$ cat src/rtl/if_id_queue.sv
// Fetch queue between PC/imem and decode; buffers DEPTH {pc, inst} pairs in order, 1-cycle min latency.
// in_ready (PC enable) falls only when full, independent of out_ready; flush empties the queue.
module if_id_queue #(
    parameter int          DEPTH    = 2,
    parameter logic [31:0] RESET_PC = 32'h0040_0000
) (
    input  logic                   clock,
    input  logic                   reset,
    input  logic                   flush,
    input  logic                   in_valid,
    input  logic [31:0]            in_pc,
    input  logic [31:0]            in_inst,
    output logic                   in_ready,
    output logic                   out_valid,
    output logic [31:0]            out_pc,
    output logic [31:0]            out_inst,
    input  logic                   out_ready,
    output logic [$clog2(DEPTH):0] level
);
    localparam int AW = $clog2(DEPTH);
    localparam int CW = AW + 1;
    localparam logic [CW-1:0] FULL = CW'(DEPTH);

    logic [31:0]   r_pc_mem   [DEPTH];
    logic [31:0]   r_inst_mem [DEPTH];
    logic [AW-1:0] r_wptr;
    logic [AW-1:0] r_rptr;
    logic [CW-1:0] r_count;
    logic          w_push;
    logic          w_pop;

    assign in_ready  = (r_count < FULL);
    assign out_valid = (r_count != '0);
    assign w_push    = in_valid & in_ready & ~flush;
    assign w_pop     = out_valid & out_ready & ~flush;
    assign level     = r_count;

    // Empty queue presents a NOP at the reset PC so decode sees a harmless default.
    assign out_pc    = out_valid ? r_pc_mem[r_rptr]   : RESET_PC;
    assign out_inst  = out_valid ? r_inst_mem[r_rptr] : 32'h0000_0000;

    always_ff @(posedge clock or negedge reset) begin
        if (!reset) begin
            r_wptr  <= '0;
            r_rptr  <= '0;
            r_count <= '0;
        end else if (flush) begin
            r_wptr  <= '0;
            r_rptr  <= '0;
            r_count <= '0;
        end else begin
            if (w_push) r_wptr <= r_wptr + AW'(1);
            if (w_pop)  r_rptr <= r_rptr + AW'(1);
            r_count <= r_count + CW'(w_push) - CW'(w_pop);
        end
    end

    // Storage is deliberately not reset; only pointers and count define validity.
    always_ff @(posedge clock) begin
        if (w_push) begin
            r_pc_mem[r_wptr]   <= in_pc;
            r_inst_mem[r_wptr] <= in_inst;
        end
    end
endmodule

$ cat config.mk
export PLATFORM = sky130hd
export DESIGN_NAME = if_id_queue
export DESIGN_NICKNAME = d
export VERILOG_FILES = /design/src/rtl/if_id_queue.sv
export SDC_FILE = /design/constraint.sdc
export NUM_CORES = 1
export LEC_CHECK = 0
export BUFFER_PORTS_ARGS = -buffer_cell sky130_fd_sc_hd__buf_2
export CAP_MARGIN = 20
export CORE_ASPECT_RATIO = 0.8
export CORE_MARGIN = 3
export CORE_UTILIZATION = 34
export CTS_CLUSTER_DIAMETER = 40
export DETAILED_ROUTE_END_ITERATION = 16
export SLEW_MARGIN = 25
export SYNTH_ARGS = -nofsm -noshare
export SYNTH_HDL_FRONTEND = slang
export SYNTH_SLANG_ARGS = --single-unit
$ cat constraint.sdc
create_clock -name clock -period 7.25 [get_ports clock]
set_input_delay 0.725 -clock clock [delete_from_list [all_inputs] [get_ports clock]]
set_output_delay 0.725 -clock clock [all_outputs]
set_load 0.005 [all_outputs]
==> out/metrics.cfg <==
[sta]
rsz0062_at_grt = false
worst_slew_pin_slew_ns = 0.9662
fin_worst_skew_ns = 0.004335
max_freq_mhz = 346.9
timing.final.ws_setup_ns = 4.367
hold_ws_ns = 0.1116
setup_viol = 0
slew_violations = 0
period_needed_ns = 2.883
max_slew_margin = 0.3559
fin_setup_tns_ns = 0
period_share = 0.3976
hold_viol = 0

[finish]
drive_gt1_frac = 0.3692
syn2layout_area_growth_pct = 27.08
final_cell_area_um2 = 6447
num_antenna_cells = 0
nNetsFinal = 514
regArea_um2 = 3948
fillers = 1307
multi_input_area_um2 = 1035

[synthesis]
synth_xor_area_frac = 0.003453
netlist_area_um2 = 5074
avgSynthCellArea_um2 = 17.14
syn-num-nets = 366
synthMuxAreaShare = 0.1263
netlist_instances = 296
synth-compound-area-share = 0.004439
synth-seq-cells = 132
synth_cell_types = 22
synthAdderAreaFrac = 0.002466
synth_top_family_by_area = multiplexers
ys_warn_count = 0
ys_seq_area_frac = 0.7773
synth_simple_gate_area_frac = 0.06510

[clock_tree]
cts.sinks = 132
cts_max_level = 4
cts_root_buffer = clkbuf_16
cts_tree = yes
numCtsBuffers = 17
cts_setup_buffers = 0
hold_buffers = 0
clockBufferDepth = 2
clk_pin_slew_ns = 0.05
clkLatencyLatePin_ns = 0.41
ctsResizeCount = 0

[detailed_routing]
vias = 2888
vias_per_cell = 4.520
drt_iter0_drc = 111
wire_per_inst_um = 15.88
dr.pass1.iters = 4
drc_errors = 0
finalWirelength_um = 10150
postRouteAntennaNets = 0

[floorplanning]
dieArea_um2 = 16430
chipHeight_um = 115.3
die_x_um = 142.6
coreArea_um2 = 14440
top_level_ports = 137
start_util = 0.3513
placementRows = 39

[worst_setup_path]
rr_startpoint = level[1]$_DFF_PN0_
r2r_slack_ns = 4.81
endpoint = out_inst[15]
critPathLaunch = level[0]$_DFF_PN0_
critPathKind = flop to output pin
timing.critical_path.required_ns = 6.52
arrival_ns = 2.16
r2r_cells = 3
cp_max_fo = 53
reg2reg_to = r_inst_mem[1][12]$_DFFE_PP_
setup.worst_path.end_class = output pin
crit_path_start_kind = flop

[power_and_ir_drop]
power_density_nw_per_um2 = 277.5
vdd_drop_max_mv = 0.1661
total_leakage_power_nw = 2.445

[global_route]
grt_use_total = 0.1261
grt_pass1_vias = 2957
overflow = 0
antenna_found_initial = 0
grt_pass1_wl_um = 15300
grt_max_degree = 54

[worst_hold_path]
hold_class = input pin to async pin

[placed_design]
place.gp.congestion = 0.7082
post_dp_cell_area_um2 = 5966
post-dp-hpwl_um = 6566
port_buffers = 136
place_ws_ns = 4.356

[status]
status = complete, no violations

[flow_run]
maxCapViolations = 0

==> worst max-delay path, cell delays in order (launching register included) <==
cell,delay (ns)
dfrtp_1,0.46
nor2_4,0.33
buf_4,0.58
nor2_1,0.18
buf_2,0.17
==> cell usage in the layout, fill, tap and decap left out, drive strengths merged <==
master	n
edfxtp	128
clkinv	8
nor3b	1
ha	1
nor3	2
nand2	3
nor2b	4
inv	2
clkbuf	21
clkinvlp	1
mux2i	64
o21ai	2
and4bb	1
xor2	1
buf	142
o21a	1
xnor2	1
a21oi	1
and3b	1
nor2	66
dfrtp	4
==> power breakdown <==
| group | switching, mW | total [mW] | internal, mW |
|---|---|---|---|
| registers | 0.0190 | 0.897 | 0.878 |
| logic | 0.104 | 0.188 | 0.0839 |
| clock network | 0.281 | 0.705 | 0.423 |
==> metrics by stage <==
step / instances / power [mW] / utilization
2_1_floorplan: 296 / 1.017 / -
3_3_place_gp: 608 / 1.098 / 0.4111
3_5_place_dp: 609 / 1.105 / 0.4130
4_1_cts: 639 / 1.820 / 0.4464
5_1_grt: 639 / 1.868 / 0.4464
6_report: 639 / 1.789 / 0.4464
==> how the worst min path moves through the flow <==
| stage | start | slack, ns | end |
|---|---|---|---|
| after floorplan | reset | 0.43 | level[0]$_DFF_PN0_ |
| after global placement | reset | 0.54 | r_rptr$_DFFE_PN0P_ |
| after detailed placement | reset | 0.54 | level[1]$_DFF_PN0_ |
| after CTS | reset | 0.08 | level[0]$_DFF_PN0_ |
| after global routing | reset | 0.09 | level[0]$_DFF_PN0_ |
| final | reset | 0.11 | level[0]$_DFF_PN0_ |
==> layout make-up <==
class / count / area share
clock buffers: 21 / 0.06831
clock inverters: 9 / 0.006404
inverters: 2 / 0.001164
multi-input cells: 149 / 0.1605
flip-flops and latches: 132 / 0.6123
well taps: 184 / 0.03571
repair buffers: 142 / 0.1157
==> synthesized netlist by cell type <==
cell | number | area share
a21oi_1 | 1 | 0.00099
and3b_1 | 1 | 0.0017
and4bb_1 | 1 | 0.0025
buf_2 | 7 | 0.0069
buf_4 | 1 | 0.0015
buf_6 | 5 | 0.011
dfrtp_1 | 4 | 0.020
edfxtp_1 | 128 | 0.76
ha_1 | 1 | 0.0025
inv_1 | 2 | 0.0015
mux2i_1 | 64 | 0.13
nand2_1 | 3 | 0.0022
nor2_1 | 65 | 0.048
nor2_2 | 1 | 0.0012
nor2b_1 | 4 | 0.0049
nor3_1 | 1 | 0.00099
nor3_2 | 1 | 0.0020
nor3b_1 | 1 | 0.0015
o21a_1 | 1 | 0.0015
o21ai_0 | 2 | 0.0020
xnor2_1 | 1 | 0.0017
xor2_1 | 1 | 0.0017
==> state kept, by name (all words and copies together), names as in the netlist <==
signal / count
level: 2
r_inst_mem: 64
r_pc_mem: 64
r_rptr: 1
r_wptr: 1
==> per-layer routing <==
| layer | GRT usage | wire length (um) | vias up |
|---|---|---|---|
| met5 | 0 | 0 | - |
| li1 | - | - | 1391 |
| met3 | 0.05322 | 792 | 15 |
| met1 | 0.1566 | 4664 | 1373 |
| met4 | 0.05510 | 143 | 0 |
| met2 | 0.1943 | 4546 | 109 |
==> kinds of logic after synthesis <==
logic type	after synthesis
flip-flops	132
AO/OA/AOI/OAI	4
adder cells (fa/ha/maj)	1
multiplexers	64
XOR/XNOR	2
AND/OR/NAND/NOR	78
buffers and inverters	15
Note: power is estimated with default switching activity, not from simulation.
